File: src/rtl/vscale_hasti_arbiter_pkg.sv
// Shared HASTI (AHB-Lite) constants, owner encodings and the buffered
// address-phase record used by the two-master arbiter.
package vscale_hasti_arbiter_pkg;

  localparam int HASTI_ADDR_WIDTH  = 32;
  localparam int HASTI_BUS_WIDTH   = 32;
  localparam int HASTI_SIZE_WIDTH  = 3;
  localparam int HASTI_BURST_WIDTH = 3;
  localparam int HASTI_PROT_WIDTH  = 4;
  localparam int HASTI_TRANS_WIDTH = 2;

  localparam logic [HASTI_TRANS_WIDTH-1:0] HASTI_TRANS_IDLE   = 2'b00;
  localparam logic [HASTI_TRANS_WIDTH-1:0] HASTI_TRANS_BUSY   = 2'b01;
  localparam logic [HASTI_TRANS_WIDTH-1:0] HASTI_TRANS_NONSEQ = 2'b10;
  localparam logic [HASTI_TRANS_WIDTH-1:0] HASTI_TRANS_SEQ    = 2'b11;

  localparam logic HASTI_RESP_OKAY  = 1'b0;
  localparam logic HASTI_RESP_ERROR = 1'b1;

  // Which master owns the slave data phase.
  typedef enum logic [1:0] {
    HASTI_MASTER_NONE = 2'd0,
    HASTI_MASTER_IMEM = 2'd1,
    HASTI_MASTER_DMEM = 2'd2
  } hasti_master_e;

  // Address-phase fields that must be preserved when a request is buffered.
  typedef struct packed {
    logic [HASTI_ADDR_WIDTH-1:0]  haddr;
    logic                         hwrite;
    logic [HASTI_SIZE_WIDTH-1:0]  hsize;
    logic [HASTI_BURST_WIDTH-1:0] hburst;
    logic [HASTI_PROT_WIDTH-1:0]  hprot;
    logic                         hmastlock;
  } hasti_aphase_t;

  // NONSEQ and SEQ both carry a real transfer; IDLE and BUSY do not.
  function automatic logic hasti_trans_active(input logic [HASTI_TRANS_WIDTH-1:0] htrans);
    return htrans[1];
  endfunction

endpackage

File: src/rtl/vscale_hasti_arbiter_if.sv
// One HASTI port: request signals flow master->slave, response slave->master.
interface vscale_hasti_arbiter_if;
  import vscale_hasti_arbiter_pkg::*;

  logic [HASTI_ADDR_WIDTH-1:0]  haddr;
  logic                         hwrite;
  logic [HASTI_SIZE_WIDTH-1:0]  hsize;
  logic [HASTI_BURST_WIDTH-1:0] hburst;
  logic                         hmastlock;
  logic [HASTI_PROT_WIDTH-1:0]  hprot;
  logic [HASTI_TRANS_WIDTH-1:0] htrans;
  logic [HASTI_BUS_WIDTH-1:0]   hwdata;
  logic [HASTI_BUS_WIDTH-1:0]   hrdata;
  logic                         hready;
  logic                         hresp;

  modport master (
    output haddr, hwrite, hsize, hburst, hmastlock, hprot, htrans, hwdata,
    input  hrdata, hready, hresp
  );

  modport slave (
    input  haddr, hwrite, hsize, hburst, hmastlock, hprot, htrans, hwdata,
    output hrdata, hready, hresp
  );
endinterface

File: src/rtl/vscale_hasti_arbiter_req_buf.sv
// Per-master input stage: holds one address phase that could not be issued
// in the cycle the master presented it, and offers either that buffered
// phase or the live one to the arbiter.
module vscale_hasti_req_buf
  import vscale_hasti_arbiter_pkg::*;
(
  input  logic                         clk,
  input  logic                         reset,
  input  logic                         hready_i,
  input  logic [HASTI_TRANS_WIDTH-1:0] htrans_i,
  input  hasti_aphase_t                aphase_i,
  input  logic                         grant_i,
  output logic                         req_o,
  output logic                         pend_valid_o,
  output hasti_aphase_t                aphase_o
);

  logic          pend_valid_q, pend_valid_d;
  hasti_aphase_t buf_q, buf_d;
  logic          live_s;

  // The master only believes its address was taken when it sees hready high.
  assign live_s       = hready_i & hasti_trans_active(htrans_i);
  assign req_o        = pend_valid_q | live_s;
  assign pend_valid_o = pend_valid_q;
  assign aphase_o     = pend_valid_q ? buf_q : aphase_i;

  // Capture a live phase that was not issued; a grant consumes the buffer.
  always_comb begin
    pend_valid_d = pend_valid_q;
    buf_d        = buf_q;
    if (live_s && !grant_i) begin
      pend_valid_d = 1'b1;
      buf_d        = aphase_i;
    end else if (grant_i) begin
      pend_valid_d = 1'b0;
    end else begin
      pend_valid_d = pend_valid_q;
    end
  end

  // Buffer state register with synchronous reset.
  always_ff @(posedge clk) begin
    if (reset) begin
      pend_valid_q <= 1'b0;
      buf_q        <= '0;
    end else begin
      pend_valid_q <= pend_valid_d;
      buf_q        <= buf_d;
    end
  end

endmodule

File: src/rtl/vscale_hasti_arbiter.sv
// Two-master (imem, dmem) to one-slave HASTI arbiter. An uncontended live
// request passes straight through; a losing or stalled request is buffered
// and issued later. Data-phase ownership steers hwdata and hresp.
module vscale_hasti_arbiter
  import vscale_hasti_arbiter_pkg::*;
#(
  parameter int DMEM_PRIORITY = 1
) (
  input  logic                    clk,
  input  logic                    reset,
  vscale_hasti_arbiter_if.slave   imem,
  vscale_hasti_arbiter_if.slave   dmem,
  vscale_hasti_arbiter_if.master  mem
);

  localparam bit  DMEM_WINS_TIES = (DMEM_PRIORITY != 32'sd0);
  localparam logic LAST_IMEM = 1'b0;
  localparam logic LAST_DMEM = 1'b1;

  hasti_master_e dph_owner_q, dph_owner_d;
  logic          last_grant_q, last_grant_d;
  hasti_aphase_t hold_aphase_q;
  logic [HASTI_TRANS_WIDTH-1:0] hold_trans_q;

  hasti_aphase_t imem_live_s, dmem_live_s, imem_sel_s, dmem_sel_s, out_aphase_s;
  logic [HASTI_TRANS_WIDTH-1:0] out_trans_s;
  logic imem_req_s, dmem_req_s, imem_pend_s, dmem_pend_s;
  logic imem_hready_s, dmem_hready_s, grant_imem_s, grant_dmem_s;

  assign imem_live_s = '{haddr: imem.haddr, hwrite: imem.hwrite, hsize: imem.hsize,
                         hburst: imem.hburst, hprot: imem.hprot, hmastlock: imem.hmastlock};
  assign dmem_live_s = '{haddr: dmem.haddr, hwrite: dmem.hwrite, hsize: dmem.hsize,
                         hburst: dmem.hburst, hprot: dmem.hprot, hmastlock: dmem.hmastlock};

  // The owner waits on the slave; anyone else is stalled only by its own buffer.
  assign imem_hready_s = (dph_owner_q == HASTI_MASTER_IMEM) ? mem.hready : !imem_pend_s;
  assign dmem_hready_s = (dph_owner_q == HASTI_MASTER_DMEM) ? mem.hready : !dmem_pend_s;

  vscale_hasti_req_buf u_imem_buf (
    .clk          (clk),
    .reset        (reset),
    .hready_i     (imem_hready_s),
    .htrans_i     (imem.htrans),
    .aphase_i     (imem_live_s),
    .grant_i      (grant_imem_s),
    .req_o        (imem_req_s),
    .pend_valid_o (imem_pend_s),
    .aphase_o     (imem_sel_s)
  );

  vscale_hasti_req_buf u_dmem_buf (
    .clk          (clk),
    .reset        (reset),
    .hready_i     (dmem_hready_s),
    .htrans_i     (dmem.htrans),
    .aphase_i     (dmem_live_s),
    .grant_i      (grant_dmem_s),
    .req_o        (dmem_req_s),
    .pend_valid_o (dmem_pend_s),
    .aphase_o     (dmem_sel_s)
  );

  // Pick a winner only when the slave can accept a new address phase.
  always_comb begin
    grant_imem_s = 1'b0;
    grant_dmem_s = 1'b0;
    if (mem.hready) begin
      if (imem_req_s && dmem_req_s) begin
        if (DMEM_WINS_TIES || (last_grant_q == LAST_IMEM)) begin
          grant_dmem_s = 1'b1;
        end else begin
          grant_imem_s = 1'b1;
        end
      end else if (dmem_req_s) begin
        grant_dmem_s = 1'b1;
      end else if (imem_req_s) begin
        grant_imem_s = 1'b1;
      end else begin
        grant_imem_s = 1'b0;
      end
    end else begin
      grant_dmem_s = 1'b0;
    end
  end

  // Slave address mux; during slave wait states the last driven phase is held.
  always_comb begin
    out_aphase_s = hold_aphase_q;
    out_trans_s  = hold_trans_q;
    if (mem.hready) begin
      if (grant_dmem_s) begin
        out_aphase_s = dmem_sel_s;
        out_trans_s  = HASTI_TRANS_NONSEQ;
      end else if (grant_imem_s) begin
        out_aphase_s = imem_sel_s;
        out_trans_s  = HASTI_TRANS_NONSEQ;
      end else begin
        out_aphase_s = '0;
        out_trans_s  = HASTI_TRANS_IDLE;
      end
    end else begin
      out_trans_s = hold_trans_q;
    end
  end

  // Data-phase owner and round-robin history advance only on accepted cycles.
  always_comb begin
    dph_owner_d  = dph_owner_q;
    last_grant_d = last_grant_q;
    if (mem.hready) begin
      if (grant_dmem_s) begin
        dph_owner_d  = HASTI_MASTER_DMEM;
        last_grant_d = LAST_DMEM;
      end else if (grant_imem_s) begin
        dph_owner_d  = HASTI_MASTER_IMEM;
        last_grant_d = LAST_IMEM;
      end else begin
        dph_owner_d  = HASTI_MASTER_NONE;
      end
    end else begin
      dph_owner_d = dph_owner_q;
    end
  end

  // Owner, grant history and held address phase registers.
  always_ff @(posedge clk) begin
    if (reset) begin
      dph_owner_q   <= HASTI_MASTER_NONE;
      last_grant_q  <= LAST_IMEM;
      hold_aphase_q <= '0;
      hold_trans_q  <= HASTI_TRANS_IDLE;
    end else begin
      dph_owner_q   <= dph_owner_d;
      last_grant_q  <= last_grant_d;
      hold_aphase_q <= out_aphase_s;
      hold_trans_q  <= out_trans_s;
    end
  end

  assign mem.haddr     = out_aphase_s.haddr;
  assign mem.hwrite    = out_aphase_s.hwrite;
  assign mem.hsize     = out_aphase_s.hsize;
  assign mem.hburst    = out_aphase_s.hburst;
  assign mem.hprot     = out_aphase_s.hprot;
  assign mem.hmastlock = out_aphase_s.hmastlock;
  assign mem.htrans    = out_trans_s;

  // Write data follows whichever master owns the current data phase.
  always_comb begin
    mem.hwdata = '0;
    case (dph_owner_q)
      HASTI_MASTER_IMEM: mem.hwdata = imem.hwdata;
      HASTI_MASTER_DMEM: mem.hwdata = dmem.hwdata;
      default:           mem.hwdata = '0;
    endcase
  end

  assign imem.hrdata = mem.hrdata;
  assign dmem.hrdata = mem.hrdata;
  assign imem.hready = imem_hready_s;
  assign dmem.hready = dmem_hready_s;
  assign imem.hresp  = (dph_owner_q == HASTI_MASTER_IMEM) ? mem.hresp : HASTI_RESP_OKAY;
  assign dmem.hresp  = (dph_owner_q == HASTI_MASTER_DMEM) ? mem.hresp : HASTI_RESP_OKAY;

endmodule

File: src/flat_wrapper.sv
// flat-port wrapper written by rule: the top's interface ports become plain ports
module vscale_hasti_arbiter_flat import vscale_hasti_arbiter_pkg::*;
#(
  parameter int DMEM_PRIORITY = 1
)
  (clk, reset, imem_haddr, imem_hwrite, imem_hsize, imem_hburst, imem_hmastlock, imem_hprot, imem_htrans, imem_hwdata, imem_hrdata, imem_hready, imem_hresp, dmem_haddr, dmem_hwrite, dmem_hsize, dmem_hburst, dmem_hmastlock, dmem_hprot, dmem_htrans, dmem_hwdata, dmem_hrdata, dmem_hready, dmem_hresp, mem_haddr, mem_hwrite, mem_hsize, mem_hburst, mem_hmastlock, mem_hprot, mem_htrans, mem_hwdata, mem_hrdata, mem_hready, mem_hresp);
  vscale_hasti_arbiter_if imem_i ();
  vscale_hasti_arbiter_if dmem_i ();
  vscale_hasti_arbiter_if mem_i ();
  input  logic clk;
  input  logic reset;
  input wire logic [$bits(imem_i.haddr)-1:0] imem_haddr;
  input wire logic [$bits(imem_i.hwrite)-1:0] imem_hwrite;
  input wire logic [$bits(imem_i.hsize)-1:0] imem_hsize;
  input wire logic [$bits(imem_i.hburst)-1:0] imem_hburst;
  input wire logic [$bits(imem_i.hmastlock)-1:0] imem_hmastlock;
  input wire logic [$bits(imem_i.hprot)-1:0] imem_hprot;
  input wire logic [$bits(imem_i.htrans)-1:0] imem_htrans;
  input wire logic [$bits(imem_i.hwdata)-1:0] imem_hwdata;
  output wire logic [$bits(imem_i.hrdata)-1:0] imem_hrdata;
  output wire logic [$bits(imem_i.hready)-1:0] imem_hready;
  output wire logic [$bits(imem_i.hresp)-1:0] imem_hresp;
  input wire logic [$bits(dmem_i.haddr)-1:0] dmem_haddr;
  input wire logic [$bits(dmem_i.hwrite)-1:0] dmem_hwrite;
  input wire logic [$bits(dmem_i.hsize)-1:0] dmem_hsize;
  input wire logic [$bits(dmem_i.hburst)-1:0] dmem_hburst;
  input wire logic [$bits(dmem_i.hmastlock)-1:0] dmem_hmastlock;
  input wire logic [$bits(dmem_i.hprot)-1:0] dmem_hprot;
  input wire logic [$bits(dmem_i.htrans)-1:0] dmem_htrans;
  input wire logic [$bits(dmem_i.hwdata)-1:0] dmem_hwdata;
  output wire logic [$bits(dmem_i.hrdata)-1:0] dmem_hrdata;
  output wire logic [$bits(dmem_i.hready)-1:0] dmem_hready;
  output wire logic [$bits(dmem_i.hresp)-1:0] dmem_hresp;
  output wire logic [$bits(mem_i.haddr)-1:0] mem_haddr;
  output wire logic [$bits(mem_i.hwrite)-1:0] mem_hwrite;
  output wire logic [$bits(mem_i.hsize)-1:0] mem_hsize;
  output wire logic [$bits(mem_i.hburst)-1:0] mem_hburst;
  output wire logic [$bits(mem_i.hmastlock)-1:0] mem_hmastlock;
  output wire logic [$bits(mem_i.hprot)-1:0] mem_hprot;
  output wire logic [$bits(mem_i.htrans)-1:0] mem_htrans;
  output wire logic [$bits(mem_i.hwdata)-1:0] mem_hwdata;
  input wire logic [$bits(mem_i.hrdata)-1:0] mem_hrdata;
  input wire logic [$bits(mem_i.hready)-1:0] mem_hready;
  input wire logic [$bits(mem_i.hresp)-1:0] mem_hresp;
  assign imem_i.haddr = imem_haddr;
  assign imem_i.hwrite = imem_hwrite;
  assign imem_i.hsize = imem_hsize;
  assign imem_i.hburst = imem_hburst;
  assign imem_i.hmastlock = imem_hmastlock;
  assign imem_i.hprot = imem_hprot;
  assign imem_i.htrans = imem_htrans;
  assign imem_i.hwdata = imem_hwdata;
  assign imem_hrdata = imem_i.hrdata;
  assign imem_hready = imem_i.hready;
  assign imem_hresp = imem_i.hresp;
  assign dmem_i.haddr = dmem_haddr;
  assign dmem_i.hwrite = dmem_hwrite;
  assign dmem_i.hsize = dmem_hsize;
  assign dmem_i.hburst = dmem_hburst;
  assign dmem_i.hmastlock = dmem_hmastlock;
  assign dmem_i.hprot = dmem_hprot;
  assign dmem_i.htrans = dmem_htrans;
  assign dmem_i.hwdata = dmem_hwdata;
  assign dmem_hrdata = dmem_i.hrdata;
  assign dmem_hready = dmem_i.hready;
  assign dmem_hresp = dmem_i.hresp;
  assign mem_haddr = mem_i.haddr;
  assign mem_hwrite = mem_i.hwrite;
  assign mem_hsize = mem_i.hsize;
  assign mem_hburst = mem_i.hburst;
  assign mem_hmastlock = mem_i.hmastlock;
  assign mem_hprot = mem_i.hprot;
  assign mem_htrans = mem_i.htrans;
  assign mem_hwdata = mem_i.hwdata;
  assign mem_i.hrdata = mem_hrdata;
  assign mem_i.hready = mem_hready;
  assign mem_i.hresp = mem_hresp;
  vscale_hasti_arbiter #(.DMEM_PRIORITY(DMEM_PRIORITY)) u_core (.clk(clk), .reset(reset), .imem(imem_i), .dmem(dmem_i), .mem(mem_i));
endmodule
File: config.mk
export PLATFORM = sky130hd
export DESIGN_NAME = vscale_hasti_arbiter_flat
export DESIGN_NICKNAME = d
export VERILOG_FILES = /design/src/rtl/vscale_hasti_arbiter_pkg.sv /design/src/rtl/vscale_hasti_arbiter_if.sv /design/src/rtl/vscale_hasti_arbiter_req_buf.sv /design/src/rtl/vscale_hasti_arbiter.sv /design/src/flat_wrapper.sv
export SDC_FILE = /design/constraint.sdc
export NUM_CORES = 1
export LEC_CHECK = 0
export BUFFER_PORTS_ARGS = -buffer_cell sky130_fd_sc_hd__buf_2
export CORE_MARGIN = 2
export CORE_UTILIZATION = 49
export DETAILED_ROUTE_END_ITERATION = 12
export PLACE_DENSITY = 0.82
export SLEW_MARGIN = 25
export SYNTH_ARGS = -nofsm -noshare
export SYNTH_HDL_FRONTEND = slang
export SYNTH_SLANG_ARGS = --single-unit
File: constraint.sdc
create_clock -name clk -period 1.85 [get_ports clk]
set_input_delay 0.0925 -clock clk [delete_from_list [all_inputs] [get_ports clk]]
set_output_delay 0.0925 -clock clk [all_outputs]
set_load 0.02 [all_outputs]
### Word level (Yosys, flattened, before mapping)

Index checks and enable logic that the tools add are counted.

* bits in registers: 138
* bits in latches: 0
* bits in writable memories: 0
* ROM bits: 0
* bits of input ports: 192
* word-level logic and storage cells: 63
* memories kept: 0

* add/sub/neg operators: 0
* $mul: 0
* divide/modulo/power cells: 0
* order comparisons: 0
* equal/unequal tests: 2
* shift operators: 0
* mux-type cells: 26
* bitwise logic cells: 4
* reduce and logical (&&, ||, !) cells: 9

Operators with widths (number)
* 44-bit two-way mux: 5
* 32-bit case mux with 2 select lines: 1
* 1-bit two-way mux: 16
* 2-bit two-way mux: 4
* 1-bit zero test: 4
* 2-bit nonzero test: 2
* 1-bit logical AND: 3
* 1-bit AND: 2
* 2-bit by 1-bit == test with 1-bit output (second input constant): 1
* 2-bit == test (second input constant): 1
* 1-bit OR: 2

### Depth between registers and ports, before layout

* depth in word-level cells: 11
* gate-level depth with buffers: 8
* depth with buffers taken out: 5

### Hierarchy

From an unflattened synthesis, not the netlist that was laid out.

* cell total of the unflattened synthesis: 950
* area, all modules: 9481.6 um^2

By module, submodules not included
* vscale_hasti_req_buf: times used 2, cells each 243, area an instance 2576.2 um^2, sequential area each 900.9 um^2
* vscale_hasti_arbiter: times used 1, cells each 464, area an instance 4329.2 um^2, sequential area each 960.9 um^2

### Least setup slack after synthesis

Ideal clock, no wire load.

* path kind: register to output
* from: register u_core.dph_owner_q[1]
* to: output mem_haddr[0]
* arrival time: 1.661 ns
* required time: 1.757 ns
* path slack: 0.097 ns
* stages on the path, launching flop included: 9
* buffers on the path: 3
* cell sequence: dfxtp_1 -> inv_1 -> ha_1 -> clkbuf_1 -> nand2b_1 -> buf_2 -> buf_2 -> nand3_1 -> a31oi_1

* cells in the longest elaborated chain, start to end: 11

Ends and longest elaborated chain
* from (decl): line vscale_hasti_arbiter.sv:20 `hasti_master_e dph_owner_q, dph_owner_d;`
* from (signal assigned): line vscale_hasti_arbiter.sv:133 `dph_owner_q <= dph_owner_d;`
* 2-bit by 1-bit == test with 1-bit output: line vscale_hasti_arbiter.sv:36 `assign imem_hready_s = (dph_owner_q == HASTI_MASTER_IMEM) ? mem.hready : !imem_pend_s;`
* 1-bit two-way mux: line vscale_hasti_arbiter.sv:36
* 1-bit AND: line vscale_hasti_arbiter_req_buf.sv:23 `assign live_s = hready_i & hasti_trans_active(htrans_i);`
* 1-bit OR: line vscale_hasti_arbiter_req_buf.sv:24 `assign req_o = pend_valid_q | live_s;`
* 1-bit two-way mux: line vscale_hasti_arbiter.sv:76 `end else if (imem_req_s) begin`
* 1-bit two-way mux: line vscale_hasti_arbiter.sv:74 `end else if (dmem_req_s) begin`
* 1-bit two-way mux: line vscale_hasti_arbiter.sv:68 `if (imem_req_s && dmem_req_s) begin`
* 1-bit two-way mux: line vscale_hasti_arbiter.sv:67 `if (mem.hready) begin`
* 44-bit two-way mux: line vscale_hasti_arbiter.sv:94 `end else if (grant_imem_s) begin`
* 44-bit two-way mux (*): line vscale_hasti_arbiter.sv:91 `if (grant_dmem_s) begin`
* 44-bit two-way mux (*): line vscale_hasti_arbiter.sv:90 `if (mem.hready) begin`
* to (decl): line flat_wrapper.sv:34 `output wire logic [$bits(mem_i.haddr)-1:0] mem_haddr;`

Every way passes the cells marked *; elsewhere a longest branch is shown, timed or not.

### Final worst setup path

* from: register u_core.dph_owner_q[1]
* to: output mem_haddr[29]

The elaborated chain is that of the path after synthesis.

==> results.cfg <==
[sta]
whs_ns = 0.0332
hold_viol = 0
clock_skew_ns = 0.00813
worst_pin_slew_ns = 0.634
relSlewSlack = 0.577
setup_ws_ns = -0.260
period_minus_slack_ns = 2.11
setup_viol = 109
rsz0062_at_grt = yes
finalCritPeriodShare = 1.14
fmax_mhz = 474
drv_slew = 0

[clock_tree]
cts_sinks = 138
h-tree-depth = 4
cts_root_buf = clkbuf_16
cts_buffer_depth = 2
clkTransAtPathRegs_ns = 0.06
clk_latency_ns = 0.44
cts_tree = built
cts_buffers = 17

[power_and_ir_drop]
leakage_uw = 0.00491
ir_worst_vdd_mv = 0.641
power_density_nw_per_um2 = 742

[floorplan]
core_um2 = 15900
fp.dieArea_um2 = 17500
ioPinCount = 338
initial_core_util = 0.505
die_w_um = 132
num_rows = 46
dieHeight_um = 132

[critical_path]
r2r_cells = 6
cp-end-kind = output pin
cp.required_ns = 1.76
reg2reg_to = u_core.u_imem_buf.buf_q[37]$_SDFFE_PP0P_
setup.worst_path.start_class = flop
critPathMaxFanout = 15
reg2reg_from = u_core.u_dmem_buf.pend_valid_o$_SDFFE_PP0P_
timing.reg2reg.setup_slack_ns = -0.19
crit_arrival_ns = 2.02
crit_type = flop to output pin

[routing]
vias_per_cell = 6.50
vias = 9907
drc_errors = 0
drt-total-wl_um = 40200
wl_per_cell_um = 26.4
first_pass_iters = 6
first_iter_violations = 1286
ant_nets = 0

[cells_and_area]
most-common-layout-cells = 179 x buf_2, 134 x dfxtp_1, 131 x nand2b_1
final_common_cell = buf_2
fin_util = 0.813
fillCellCount = 809
nets = 1489
area_growth_pct = 60.9
layout-drive-gt1-share = 0.443

[global_route]
antenna_found_initial = 1
top_usage_layer = met2
grt.overflow.total = 0
grtUsageMet2 = 0.624
grt_pass1_vias = 9072
met1_usage = 0.394
grt_max_degree = 91
grt_util_all_layers = 0.354
grt_util_met3 = 0.0846
grt_pass1_wl_um = 49000

[synth]
ys_warn_count = 0
syn_inst = 1011
synth.distinct_cells = 28
ys_ff_latch = 138
syn_area_um2 = 8050
syn_nets = 1205
seq_area_frac_synth = 0.343
synth.avg_cell_area_um2 = 7.96

[status]
violations = negative setup slack
status = finished with violations

[job]
drv_cap = 0

[worst_hold_path]
hold_start = mem_hready
hold_path_depth = 3
hold_path_end = u_core.dph_owner_q[1]$_SDFFE_PP0P_
hold_class = input port to flop

[placement]
io_buffers = 239
hpwl_um = 17300
gp_congestion = 0.822
dp_worst_setup_slack_ns = 0.0604
-- sequential cells by signal, summed over array words and instances, names as in the netlist --
register,cells
u_core.dph_owner_q,2
u_core.hold_aphase_q,44
u_core.u_dmem_buf.buf_q,44
u_core.hold_trans_q,2
u_core.u_dmem_buf.pend_valid_o,1
u_core.u_imem_buf.pend_valid_o,1
u_core.u_imem_buf.buf_q,44
-- per-layer routing --
| layer | share of wire | vias up |
|---|---|---|
| met4 | 0.085 | 0 |
| met3 | 0.12 | 300 |
| li1 | - | 4066 |
| met5 | 0 | - |
| met2 | 0.47 | 917 |
| met1 | 0.33 | 4624 |
-- cell usage after synthesis (all sizes together) --
library cell  instances  share of area
dfxtp               138           0.34
nand2b              135           0.10
nand2               133          0.062
buf                  93          0.081
a31oi                89          0.069
clkbuf               67          0.031
nor2b                48          0.037
a21oi                47          0.029
a311oi               44          0.048
mux2i                44          0.055
nand3                44          0.027
or3b                 44          0.048
nor2                 36          0.017
a22oi                32          0.030
and2                  3         0.0023
inv                   3         0.0014
nor3                  3         0.0019
ha                    2         0.0031
and4b                 1         0.0012
nand3b                1        0.00093
nor3b                 1         0.0016
nor4b                 1         0.0030
o21ai                 1        0.00062
or4b                  1         0.0012
-- worst max path at each step --
| stage | end | cells after the start | startpoint | slack, ns |
|---|---|---|---|---|
| 2_1_floorplan | mem_haddr[0] | 8 | u_core.dph_owner_q[1]$_SDFFE_PP0P_ | 0.1 |
| 3_3_place_gp | u_core.u_dmem_buf.buf_q[31]$_SDFFE_PP0P_ | 6 | u_core.dph_owner_q[0]$_SDFFE_PP0P_ | 0.11 |
| 3_5_place_dp | u_core.u_dmem_buf.buf_q[16]$_SDFFE_PP0P_ | 6 | u_core.dph_owner_q[0]$_SDFFE_PP0P_ | 0.06 |
| 4_1_cts | mem_hprot[2] | 5 | u_core.u_dmem_buf.pend_valid_o$_SDFFE_PP0P_ | -0.16 |
| 5_1_grt | mem_haddr[29] | 7 | u_core.dph_owner_q[1]$_SDFFE_PP0P_ | -0.26 |
| 6_report | mem_haddr[29] | 7 | u_core.dph_owner_q[1]$_SDFFE_PP0P_ | -0.26 |
-- worst max-delay path: stages, from the launching register on --
cell	delay [ns]
dfxtp_2	0.33
inv_2	0.05
ha_4	0.17
nand2b_4	0.17
buf_12	0.18
nand3_1	0.21
a31oi_1	0.28
buf_4	0.18
-- cell type report --
class                           count  area, µm²  area share
Multi-Input combinational cell    710       5710       0.440
Timing Repair Buffer              425       3600       0.278
Sequential cell                   138       2770       0.214
Clock buffer                       25        505      0.0390
Tap cell                          216        270      0.0209
Clock inverter                      7       87.6     0.00676
Inverter                            3       11.3    0.000869
Antenna cell                        1       2.50    0.000193
-- where the power goes --
| group | switching [µW] | internal, µW | total, µW | leakage [µW] |
|---|---|---|---|---|
| Combinational | 1520 | 1290 | 2810 | 0.00348 |
| Sequential | 111 | 3160 | 3270 | 0.00113 |
| Clock | 1370 | 2160 | 3530 | 0.000293 |
| Total | 3000 | 6610 | 9610 | 0.00491 |
-- kinds of logic after synthesis --
kind of cell / Yosys count / share of synthesized area
AOI/OAI and AO/OA: 213 / 0.177
adders and majority gates: 2 / 0.00311
buffers and inverters: 163 / 0.114
DFF: 138 / 0.343
muxes: 44 / 0.0547
and+or+nand+nor: 451 / 0.308
-- stage by stage --
| stage | instances | area (µm²) | TNS, ns | power, µW |
|---|---|---|---|---|
| after global placement | 1340 | 9070 | 0 | 4940 |
| after global routing | 1525 | 13000 | -13.85 | 9800 |
| after floorplan | 1011 | 8050 | 0 | 4560 |
| after detailed placement | 1340 | 9070 | 0 | 4990 |
| after CTS | 1503 | 11700 | -4.28 | 8850 |
| final | 1525 | 13000 | -9.69 | 9610 |
-- what timing repair did --
item | CTS | global route
cloned | 8 | 12
hold buffers | 88 | 0
pin swaps | 49 | 50
resized for setup | 146 | 212
endpoints found under the hold margin | 116 | 0
setup buffers | 36 | 13
setup endpoints to repair | 68 | 124
No activity file was read; power rests on OpenSTA's default activity.
